<file path="src/rtl/load_store_unit.sv">
// -----------------------------------------------------------------------------
// load_store_unit
//
// Purpose:
//   Turns single CPU load/store requests into one-cycle strobes towards a
//   32-word data memory and returns a one-cycle response. One request is in
//   flight at a time; requests presented while busy are ignored, not queued.
//
//   Memory timing assumed: the memory samples mem_read_o / mem_write_o,
//   mem_address_o and mem_write_data_o on the falling clock edge and updates
//   mem_read_data_i on the falling edge as well, so read data requested in one
//   cycle is available at the next rising edge.
//
// Configuration:
//   LSU_BYTE_EN  - when defined, req_byte_i=1 selects a little-endian byte
//                  access. Byte loads use the normal read path; byte stores
//                  read-modify-write the containing word through RMW_RD.
//                  When undefined, req_byte_i is ignored and every access
//                  is a word access.
//
// Ports:
//   clk_i             clock, all state updates on the rising edge
//   rst_i             asynchronous active-high reset
//   req_valid_i       CPU presents a request
//   req_ready_o       unit is idle and will accept a request this cycle
//   req_write_i       1 = store, 0 = load
//   req_byte_i        1 = byte access (LSU_BYTE_EN only), 0 = word access
//   req_addr_i        byte address
//   req_wdata_i       store data (byte stores use bits 7:0)
//   resp_valid_o      one-cycle completion pulse
//   resp_data_o       load result, held until the next response
//   resp_err_o        request rejected, held until the next response
//   mem_address_o     word index into the data memory, zero-extended
//   mem_write_data_o  word written to the data memory
//   mem_read_data_i   word read from the data memory
//   mem_read_o        registered read strobe
//   mem_write_o       registered write strobe
// -----------------------------------------------------------------------------
module load_store_unit (
  input  logic        clk_i,
  input  logic        rst_i,
  input  logic        req_valid_i,
  output logic        req_ready_o,
  input  logic        req_write_i,
  input  logic        req_byte_i,
  input  logic [31:0] req_addr_i,
  input  logic [31:0] req_wdata_i,
  output logic        resp_valid_o,
  output logic [31:0] resp_data_o,
  output logic        resp_err_o,
  output logic [31:0] mem_address_o,
  output logic [31:0] mem_write_data_o,
  input  logic [31:0] mem_read_data_i,
  output logic        mem_read_o,
  output logic        mem_write_o
);

  typedef enum logic [2:0] {
    S_IDLE,
    S_RD,
    S_WR,
    S_RESP
`ifdef LSU_BYTE_EN
    ,
    S_RMW_RD
`endif
  } state_t;

  state_t      state_q, state_d;
  logic        mem_read_q, mem_read_d;
  logic        mem_write_q, mem_write_d;
  logic [31:0] mem_address_q, mem_address_d;
  logic [31:0] mem_wdata_q, mem_wdata_d;
  logic [31:0] resp_data_q, resp_data_d;
  logic        resp_err_q, resp_err_d;

  logic        byte_acc;     // request is a byte access (always 0 without LSU_BYTE_EN)
  logic        req_err;      // request is rejected without touching memory
  logic [31:0] load_result;  // value returned for a completed load

`ifdef LSU_BYTE_EN
  // Byte-access context captured at acceptance.
  logic        byte_q, byte_d;
  logic [1:0]  offset_q, offset_d;
  logic [7:0]  byte_data_q, byte_data_d;
  logic [31:0] rd_shifted;   // read word shifted so the selected lane sits in 7:0
  logic [31:0] rmw_word;     // old word with the selected lane replaced

  assign byte_acc   = req_byte_i;
  assign rd_shifted = mem_read_data_i >> {offset_q, 3'b000};

  always_comb begin
    rmw_word = mem_read_data_i;
    rmw_word[{offset_q, 3'b000} +: 8] = byte_data_q;
  end

  assign load_result = byte_q ? {24'b0, rd_shifted[7:0]} : mem_read_data_i;
`else
  logic unused_req_byte;

  assign byte_acc        = 1'b0;
  assign unused_req_byte = req_byte_i;
  assign load_result     = mem_read_data_i;
`endif

  // Addresses beyond the 32-word memory are always illegal; word accesses
  // must also be word aligned. Byte accesses may use any offset.
  assign req_err = (|req_addr_i[31:7]) || (!byte_acc && (|req_addr_i[1:0]));

  // ---------------------------------------------------------------------------
  // Next-state and next-output logic
  // ---------------------------------------------------------------------------
  always_comb begin
    // NOTE: every signal assigned here gets a default first, so no path can
    // leave one unassigned and infer a latch. Strobes default to 0, which
    // keeps them low in IDLE and RESP and limits each to a single cycle.
    state_d       = state_q;
    mem_read_d    = 1'b0;
    mem_write_d   = 1'b0;
    mem_address_d = mem_address_q;
    mem_wdata_d   = mem_wdata_q;
    resp_data_d   = resp_data_q;
    resp_err_d    = resp_err_q;
`ifdef LSU_BYTE_EN
    byte_d        = byte_q;
    offset_d      = offset_q;
    byte_data_d   = byte_data_q;
`endif

    unique case (state_q)
      S_IDLE: begin
        if (req_valid_i) begin
          if (req_err) begin
            // Rejected: straight to the response, memory left untouched.
            state_d     = S_RESP;
            resp_err_d  = 1'b1;
            resp_data_d = 32'b0;
          end else begin
            mem_address_d = {27'b0, req_addr_i[6:2]};
`ifdef LSU_BYTE_EN
            byte_d        = byte_acc;
            offset_d      = req_addr_i[1:0];
            byte_data_d   = req_wdata_i[7:0];
`endif
            if (req_write_i) begin
              state_d     = S_WR;
              mem_write_d = 1'b1;
              mem_wdata_d = req_wdata_i;
`ifdef LSU_BYTE_EN
              // A byte store must first fetch the word it modifies.
              if (byte_acc) begin
                state_d     = S_RMW_RD;
                mem_write_d = 1'b0;
                mem_read_d  = 1'b1;
              end
`endif
            end else begin
              state_d    = S_RD;
              mem_read_d = 1'b1;
            end
          end
        end
      end

      S_RD: begin
        state_d     = S_RESP;
        resp_err_d  = 1'b0;
        resp_data_d = load_result;
      end

`ifdef LSU_BYTE_EN
      S_RMW_RD: begin
        state_d     = S_WR;
        mem_write_d = 1'b1;
        mem_wdata_d = rmw_word;
      end
`endif

      S_WR: begin
        state_d     = S_RESP;
        resp_err_d  = 1'b0;
        resp_data_d = 32'b0;
      end

      S_RESP: begin
        state_d = S_IDLE;
      end

      default: begin
        state_d = S_IDLE;
      end
    endcase
  end

  // ---------------------------------------------------------------------------
  // State and output registers
  // ---------------------------------------------------------------------------
  // NOTE: sequential state uses non-blocking assignments only, so every
  // register samples the pre-edge values computed above regardless of
  // statement order.
  always_ff @(posedge clk_i or posedge rst_i) begin
    if (rst_i) begin
      state_q       <= S_IDLE;
      mem_read_q    <= 1'b0;
      mem_write_q   <= 1'b0;
      mem_address_q <= 32'b0;
      mem_wdata_q   <= 32'b0;
      resp_data_q   <= 32'b0;
      resp_err_q    <= 1'b0;
    end else begin
      state_q       <= state_d;
      mem_read_q    <= mem_read_d;
      mem_write_q   <= mem_write_d;
      mem_address_q <= mem_address_d;
      mem_wdata_q   <= mem_wdata_d;
      resp_data_q   <= resp_data_d;
      resp_err_q    <= resp_err_d;
    end
  end

`ifdef LSU_BYTE_EN
  always_ff @(posedge clk_i or posedge rst_i) begin
    if (rst_i) begin
      byte_q      <= 1'b0;
      offset_q    <= 2'b00;
      byte_data_q <= 8'h00;
    end else begin
      byte_q      <= byte_d;
      offset_q    <= offset_d;
      byte_data_q <= byte_data_d;
    end
  end
`endif

  // ---------------------------------------------------------------------------
  // Outputs
  // ---------------------------------------------------------------------------
  assign req_ready_o      = (state_q == S_IDLE);
  assign resp_valid_o     = (state_q == S_RESP);
  assign resp_data_o      = resp_data_q;
  assign resp_err_o       = resp_err_q;
  assign mem_address_o    = mem_address_q;
  assign mem_write_data_o = mem_wdata_q;
  assign mem_read_o       = mem_read_q;
  assign mem_write_o      = mem_write_q;

endmodule

</file>
<file path="config.mk">
export PLATFORM = sky130hd
export DESIGN_NAME = load_store_unit
export DESIGN_NICKNAME = d
export VERILOG_FILES = /design/src/rtl/load_store_unit.sv
export SDC_FILE = /design/constraint.sdc
export NUM_CORES = 1
export LEC_CHECK = 0
export CAP_MARGIN = 20
export CELL_PAD_IN_SITES_DETAIL_PLACEMENT = 0
export CELL_PAD_IN_SITES_GLOBAL_PLACEMENT = 1
export CORE_AREA = 2 2 114 116
export CTS_BUF_LIST = sky130_fd_sc_hd__clkbuf_16
export CTS_CLUSTER_DIAMETER = 200
export CTS_CLUSTER_SIZE = 14
export DETAILED_ROUTE_END_ITERATION = 16
export DIE_AREA = 0 0 116 118
export HOLD_SLACK_MARGIN = 0.12
export PLACE_DENSITY = 0.83
export SYNTH_ARGS = -nofsm -noshare
export SYNTH_HDL_FRONTEND = slang
export SYNTH_SLANG_ARGS = --single-unit
export TNS_END_PERCENT = 30
</file>
<file path="constraint.sdc">
create_clock -name clk_i -period 3.2 [get_ports clk_i]
set_input_delay 0.64 -clock clk_i [delete_from_list [all_inputs] [get_ports clk_i]]
set_output_delay 0.64 -clock clk_i [all_outputs]
set_load 0.05 [all_outputs]
</file>
* After elaboration in Yosys (flattened, before gate mapping) *
Index checks and enable logic that the tools add are counted.

word-level totals
  flip-flop bits (word level) = 75
  output and inout port bits = 101
  logic and storage cells = 42

cells by class
  eq/ne operators = 5
  multiplexer cells = 18
  bitwise gates (word level) = 1
  reductions and logical operators = 11

operators by type and width
  kind                                                    count
  one-hot mux 32 bit (3 select lines)                     1
  two-way mux 32 bit                                      2
  OR reduction 25 bit                                     1
  two-way mux 1 bit                                       10
  AND reduction 3 bit                                     3
  equality test 3 x 2 -> 1 bit (second input constant)    2
  one-hot mux 3 bit (2 select lines)                      1
  two-way mux 2 bit                                       2
  AND reduction 4 bit                                     1
  OR reduction 2 bit                                      2
  equality test 3 x 1 -> 1 bit (second input constant)    1
  logical NOT 3 bit                                       1
  two-way mux 3 bit                                       1
  nonzero test 3 bit                                      1
  inequality test 2 x 1 -> 1 bit (second input constant)  1
  inequality test 2 bit (second input constant)           1
  one-hot mux 1 bit (2 select lines)                      1
  nonzero test 2 bit                                      1
  logical OR 1 bit                                        1
  inverter 1 bit                                          1

* Depth between registers and ports, before layout *
  word-level depth = 5
  gate-level depth with buffers = 7

* Worst setup path after synthesis *
OpenSTA, ideal clock, no wires.

  kind = input to register
  start point = input port req_addr_i[17]
  end point = register mem_wdata_q[10], in the netlist mem_write_data_o[10]
  arrival = 2.184 ns
  slack = 0.891 ns
  cell stages on the path = 5
  path buffers = 1
  cells stage by stage = nor4_1 nand4_2 nor4_4 buf_6 mux2_2

on the way
  word-level cells in the longest chain between the ends = 4

ends and longest elaborated chain
  item                           RTL line  RTL
  start, declared                46        input logic [31:0] req_addr_i,
  OR reduction 25 bit            108       assign req_err = (|req_addr_i[31:7]) || (!byte_acc && (|req_addr_i[1:0]));
  logical OR 1 bit               108
  inverter 1 bit (no line)       n/a
  AND reduction 4 bit (no line)  n/a
  end signal, assigned           215       mem_wdata_q <= mem_wdata_d;
  end, declared                  73        logic [31:0] mem_wdata_q, mem_wdata_d;

Every way passes these cells.
A chain may end at the register's enable or synchronous reset.

* Final worst setup path *
  start point = register state_q[1]
  end point = output port req_ready_o

on the way
  word-level cells in the longest chain between the ends = 1

ends and longest elaborated chain
  item                    RTL line  RTL
  start, declared         69        state_t state_q, state_d;
  start signal, assigned  211       state_q <= state_d;
  logical NOT 3 bit       238       assign req_ready_o = (state_q == S_IDLE);
  end, declared           43        output logic req_ready_o,

Every way passes these cells.

==> impl_metrics.toml <==
[setup_path]
cpLargestDelayFamily = "buffers and inverters"
worst_setup_path_end_kind = "output pin"
crit_path_max_fanout = 8
setup.worst_path.class = "reg2out"
startpoint_type = "register"
cpPeakStageDelay_ns = 0.87
timing.critical_path.buf_inv = 2
arrival_ns = 2.01
required_ns = 2.56
critical-path-slowest-cell = "sky130_fd_sc_hd__clkdlybuf4s50_1"
crit_chain = "inv_1, ha_1, clkdlybuf4s50_1"

[clock_network]
post_cts_hold_buffer_count = 0
ctsResizeCount = 0
number_of_setup_buffers_added_after_cts = 0
cts.path.max_buffers = 2
tritoncts_buffers = 9
numClockSinks = 74
cts_max_level = 3
root_buffer = "sky130_fd_sc_hd__clkbuf_16"
clock_latency_at_the_later_pin_of_the_worst_skew_pair_ns = 0.32
clk_transition_reported_paths_ns = 0.06
clock_tree_from_tritoncts = "built"

[global_routing]
grt_pass1_vias = 2805
gr-usage-all-layers_pct = 13.36
largest_net_degree_at_the_start_of_global_routing = 46
grt_first_pass_wirelength_um = 14280
grt_antenna_before_repair = 0
globalRoute.totalOverflow = 0

[routing]
avgViaCountPerCell = 4.368
route.detailed.wl_per_inst_um = 14.53
drt_first_iter_violations = 69
post-route-drc-count = 0
route.antenna.remaining_nets = 0
detailedRoute.firstPassIterationCount = 5
final_routed_wirelength_across_all_metal_layers_um = 8892
route.vias.total = 2673

[final_layout]
commonest_cells_after_routing_fill_and_taps_aside = "sky130_fd_sc_hd__clkdlybuf4s50_1 (173), sky130_fd_sc_hd__dfrtp_1 (74), sky130_fd_sc_hd__mux2_2 (35)"
areaGrowthSynthToFinish_pct = 67.11
design.final.nets = 539
area_of_the_multi_input_gates_um2 = 1234
antenna_cells = 0
final-seq-area_um2 = 1852
finish.cell_count_without_fillers = 612
num-fill-cells = 1214
finalCoreUtilization_pct = 44.14
final_common_cell = "sky130_fd_sc_hd__clkdlybuf4s50_1"
layout-drive-gt1-share_pct = 14.32

[timing]
achievable-frequency_mhz = 377.1
final_period_minus_worst_setup_slack_ns = 2.652
setup_repair_after_global_routing_missed_its_margin = "no"
worst_pin_slew_ns = 0.5507
timing.setup.tns_ns = 0
timing.max_slew.rel_slack_pct = 63.24
setup-violations-final = 0
finalCritPeriodShare_pct = 82.87
slew_viol_final = 0
skew_ns = 0.004154
hold_violations = 0
worst_slack_ns = 0.5482

[die]
ios = 202
fp.dieArea_um2 = 13690
floorplan.initialDensity_pct = 26.42
dieWidth_um = 116
rows = 41
chipHeight_um = 118
design.core.area_um2 = 12410

[job]
timing.max_cap.violations = 0

[placement]
dp_worst_setup_slack_ns = 0.2254
total_of_buffers_placed_on_input_and_output_ports = 173
placedCellCount = 595
gpl_wtd_cong = 0.7422
hpwl_after_detailed_placement_um = 6611

[synthesis]
ys_seq_area_share_pct = 56.47
postSynthAreaPerCell_um2 = 12.61
netlist_area_um2 = 3279
yosysWarningCount = 0
synth_cell_types = 27
synthCells = 260
synth_seq_cells = 74

[power_and_ir_drop]
p_total_mw = 4.564
power_per_cell_area_nw_per_um2 = 832.8
power_leakage_nw = 2.350
worst_ir_drop_vdd_uv = 347.2

[status]
run_status = "finished clean"

[hold_path]
hold_path_class = "reg2reg"
-- cell usage after synthesis --
master,count,area share (%)
sky130_fd_sc_hd__conb_1,1,0.11
sky130_fd_sc_hd__and3_1,1,0.19
sky130_fd_sc_hd__mux2_1,2,0.69
sky130_fd_sc_hd__nor3b_1,2,0.46
sky130_fd_sc_hd__nor2_1,2,0.23
sky130_fd_sc_hd__o31ai_2,1,0.38
sky130_fd_sc_hd__a21oi_1,4,0.61
sky130_fd_sc_hd__nor2b_1,1,0.19
sky130_fd_sc_hd__a211oi_1,1,0.23
sky130_fd_sc_hd__nor4_1,8,1.5
sky130_fd_sc_hd__buf_6,3,1.0
sky130_fd_sc_hd__dfrtp_1,74,56
sky130_fd_sc_hd__o2bb2ai_1,32,8.5
sky130_fd_sc_hd__inv_1,5,0.57
sky130_fd_sc_hd__clkbuf_1,6,0.69
sky130_fd_sc_hd__mux2_2,35,12
sky130_fd_sc_hd__mux2i_1,1,0.31
sky130_fd_sc_hd__or3_1,1,0.19
sky130_fd_sc_hd__nand3_1,34,5.2
sky130_fd_sc_hd__buf_4,27,6.2
sky130_fd_sc_hd__nand2_1,3,0.34
sky130_fd_sc_hd__nor4_4,1,0.65
sky130_fd_sc_hd__nand4_2,1,0.38
sky130_fd_sc_hd__o21ai_0,1,0.15
sky130_fd_sc_hd__buf_2,6,0.92
sky130_fd_sc_hd__ha_1,3,1.1
sky130_fd_sc_hd__nor3_1,4,0.61
-- cell type report --
type	instances	share of cell area (%)
Sequential cell	74	33.79
Timing Repair Buffer	180	33.15
Multi-Input combinational cell	165	22.51
Clock buffer	9	4.110
Tap cell	172	3.927
Clock inverter	7	2.146
Inverter	5	0.3653
-- worst paths after layout --
kind,from,end,slack (ns),depth (start not counted)
max,state_q[1],req_ready_o,0.55,3
min,resp_data_o[13],resp_data_o[13],0.49,1
max reg2reg,state_q[1],mem_write_data_o[27],1.21,6
min reg2reg,resp_data_o[13],resp_data_o[13],0.49,1
max in group asynchronous,rst_i,mem_write_data_o[26],1.92,3
min in group asynchronous,rst_i,mem_address_o[0],0.66,2
-- stage by stage --
step	hold slack [ns]	cell area, µm²
after floorplan	0.5227	3377
after global placement	0.4719	5122
after detailed placement	0.4732	5122
after CTS	0.4911	5465
after global routing	0.4968	5480
final	0.4886	5480
-- flip-flops by register name, summed over array words and instances, names as in the netlist --
| name | flops |
|---|---|
| state_q | 2 |
| resp_data_o | 32 |
| mem_write_o | 1 |
| mem_address_o | 5 |
| mem_write_data_o | 32 |
| mem_read_o | 1 |
| resp_err_o | 1 |
-- metal layers --
layer / share of wire [%] / global-route usage, % / routed length (µm) / vias up
li1: - / - / - / 1245
met1: 40 / 15.37 / 3582 / 1289
met2: 48 / 22.00 / 4229 / 134
met3: 11 / 6.385 / 983 / 5
met4: 1.1 / 3.795 / 97 / 0
met5: 0 / 0 / 0 / -
-- where the power goes --
part           internal, mW  total (mW)  switching [mW]
combinational         0.729        2.14            1.41
clock                 0.759        1.14           0.378
sequential             1.16        1.29           0.124
-- cells by family after synthesis --
group	synth area share [%]
AND/OR/NAND/NOR	9.958
AO/OA/AOI/OAI	9.920
adder cells (fa/ha/maj)	1.145
other	0.1144
flip-flops	56.47
multiplexers	13.01
buffers and inverters	9.386
No activity file was read; power rests on OpenSTA's default activity.
==> RTL change, RTL diff (config.mk and constraints unchanged) <==
Take the reset off `mem_address_q`, `mem_wdata_q` and `resp_data_q` and load them in a clocked block of their own.
--- a/src/rtl/load_store_unit.sv
+++ b/src/rtl/load_store_unit.sv
@@ -203,19 +203,19 @@
       state_q       <= S_IDLE;
       mem_read_q    <= 1'b0;
       mem_write_q   <= 1'b0;
-      mem_address_q <= 32'b0;
-      mem_wdata_q   <= 32'b0;
-      resp_data_q   <= 32'b0;
       resp_err_q    <= 1'b0;
     end else begin
       state_q       <= state_d;
       mem_read_q    <= mem_read_d;
       mem_write_q   <= mem_write_d;
-      mem_address_q <= mem_address_d;
-      mem_wdata_q   <= mem_wdata_d;
-      resp_data_q   <= resp_data_d;
       resp_err_q    <= resp_err_d;
     end
+  end
+
+  always_ff @(posedge clk_i) begin
+    mem_address_q <= mem_address_d;
+    mem_wdata_q   <= mem_wdata_d;
+    resp_data_q   <= resp_data_d;
   end
 
 `ifdef LSU_BYTE_EN
Formal check against the unedited RTL: not equivalent (a bounded check fails within 4 cycles, from zero or initial values and one cycle with rst_i high).
==> RTL change against the original RTL <==
  * Sequential cell count unchanged
  * Non-clock buffer count fell by 5
  * Area after synthesis is 11% lower
  * Sequential share of layout area is 9.3 points higher
  * Power decreased by 9.6%
  * Via count is 23% lower
  * Worst setup slack gained 0.056 ns
  * Routed wire length shrank 21%
  * Cell area shrank 7.1%
  * Final cell count decreased by 13%
  * Combinational power is 24% lower
  * Register-to-register slack better by 0.04 ns
  * Global-route usage decreased by 3.1 points
==> RTL change: results (changes against the original RTL) <==
<table>
<tr><th>Metric</th><th>Value</th></tr>
<tr><th colspan="2">Outcome</th></tr>
<tr><td>Outcome</td><td>completed</td></tr>
<tr><th colspan="2">Critical path</th></tr>
<tr><td>Depth of the most critical reg-to-reg path</td><td>7 (+1)</td></tr>
<tr><td>Delay of the slowest cell on the worst path</td><td>0.85 ns (-0.02 ns)</td></tr>
<tr><td>Critical Path Fanout Max</td><td>6 (-2)</td></tr>
<tr><td>Launching element of the worst setup path</td><td>state_q[0]</td></tr>
<tr><th colspan="2">Global routing</th></tr>
<tr><td>Overall fraction of global-route tracks in use</td><td>10.29% (-3.1 points)</td></tr>
<tr><td>Met1 layer usage reported by global route</td><td>10.17% (-5.2 points)</td></tr>
<tr><td>Global-route wire length before repair</td><td>10.41 mm (-27%)</td></tr>
<tr><td>Vias in the first global route</td><td>2059 (-27%)</td></tr>
<tr><th colspan="2">Yosys</th></tr>
<tr><td>Most used flip-flop cell after synthesis</td><td>sky130_fd_sc_hd__edfxtp_1</td></tr>
<tr><td>Sequential-to-total area share from yosys stat</td><td>75.53% (+19 points)</td></tr>
<tr><td>Number of synthesized flops with an enable pin</td><td>69 (+69)</td></tr>
<tr><td>Leading post-synthesis cells by instance count</td><td>sky130_fd_sc_hd__edfxtp_1 (69), sky130_fd_sc_hd__and2_1 (33), sky130_fd_sc_hd__buf_4 (27), sky130_fd_sc_hd__dfrtp_1 (5), sky130_fd_sc_hd__inv_1 (5)</td></tr>
<tr><td>Post-synthesis cell count</td><td>176 (-32%)</td></tr>
<tr><th colspan="2">Timing</th></tr>
<tr><td>Transition time at the pin with the least slew margin</td><td>0.7776 ns (+0.2268 ns)</td></tr>
<tr><td>Min setup slack post-route</td><td>0.6047 ns (+0.05647 ns)</td></tr>
<tr><td>Largest clock skew in the final design</td><td>0.004222 ns (+0.00006817 ns)</td></tr>
<tr><th colspan="2">Placement</th></tr>
<tr><td>Final GP Congestion</td><td>0.7241 (-2.4%)</td></tr>
<tr><td>Number of placed instances with taps included</td><td>519 (-13%)</td></tr>
<tr><td>Worst slack at placement</td><td>0.4984 ns (+0.2730 ns)</td></tr>
<tr><th colspan="2">Power and ir drop</th></tr>
<tr><td>Max IR drop VDD</td><td>0.3398 mV (-2.1%)</td></tr>
<tr><th colspan="2">Layout</th></tr>
<tr><td>Fraction of layout cells with a size suffix above 1</td><td>7.163% (-7.2 points)</td></tr>
<tr><th colspan="2">Route</th></tr>
<tr><td>Mean number of vias per cell</td><td>3.824 (-12%)</td></tr>
<tr><td>Routed length on met3</td><td>731 µm (-26%)</td></tr>
<tr><td>Metal-1 WL</td><td>2.468 mm (-31%)</td></tr>
<tr><th colspan="2">Min path</th></tr>
<tr><td>Worst min-delay path class</td><td>input port to asynchronous set/reset pin</td></tr>
</table>
[RTL change: changes by cell type after synthesis, moves of 6 or more]
cell | unedited run | this run
sky130_fd_sc_hd__and2_1 | 0 | 33
sky130_fd_sc_hd__buf_2 | 6 | 0
sky130_fd_sc_hd__dfrtp_1 | 74 | 5
sky130_fd_sc_hd__edfxtp_1 | 0 | 69
sky130_fd_sc_hd__mux2_2 | 35 | 0
sky130_fd_sc_hd__nand3_1 | 34 | 0
sky130_fd_sc_hd__nor4_1 | 8 | 2
sky130_fd_sc_hd__o2bb2ai_1 | 32 | 0
[RTL change: where the power goes]
part	leakage, nW	internal (mW)	switching, mW
Sequential	0.743	1.34	0.0624
Combinational	0.976	0.536	1.09
Clock	0.158	0.690	0.405
Total	1.88	2.57	1.55
[RTL change: worst min path at each step]
stage	slack (ns)	depth (start not counted)	start	to
2_1_floorplan	0.42	1	rst_i	mem_read_o
3_5_place_dp	0.53	2	resp_err_o	resp_err_o
3_3_place_gp	0.52	2	resp_err_o	resp_err_o
6_report	0.51	2	rst_i	state_q[0]
5_1_grt	0.54	2	rst_i	state_q[0]
4_1_cts	0.50	2	rst_i	state_q[0]
[RTL change: layout make-up]
cell class / count / area (µm²) / share of cell area (%)
sequential: 74 / 2197 / 43.13
timing repair buffer: 175 / 1759 / 34.54
multi-input combinational: 93 / 576.8 / 11.32
clock buffer: 9 / 225.2 / 4.422
tap: 172 / 215.2 / 4.225
clock inverter: 7 / 101.3 / 1.990
inverter: 5 / 18.77 / 0.3685
[RTL change: logic make-up after synthesis]
kind of cell,Yosys count,share of synthesized area (%)
flip-flops,74,75.53
adder cells (fa/ha/maj),3,1.290
multiplexers,1,0.3441
buffers and inverters,35,8.000
other,1,0.1289
AO/OA/AOI/OAI,6,1.505
AND/OR/NAND/NOR,56,13.20
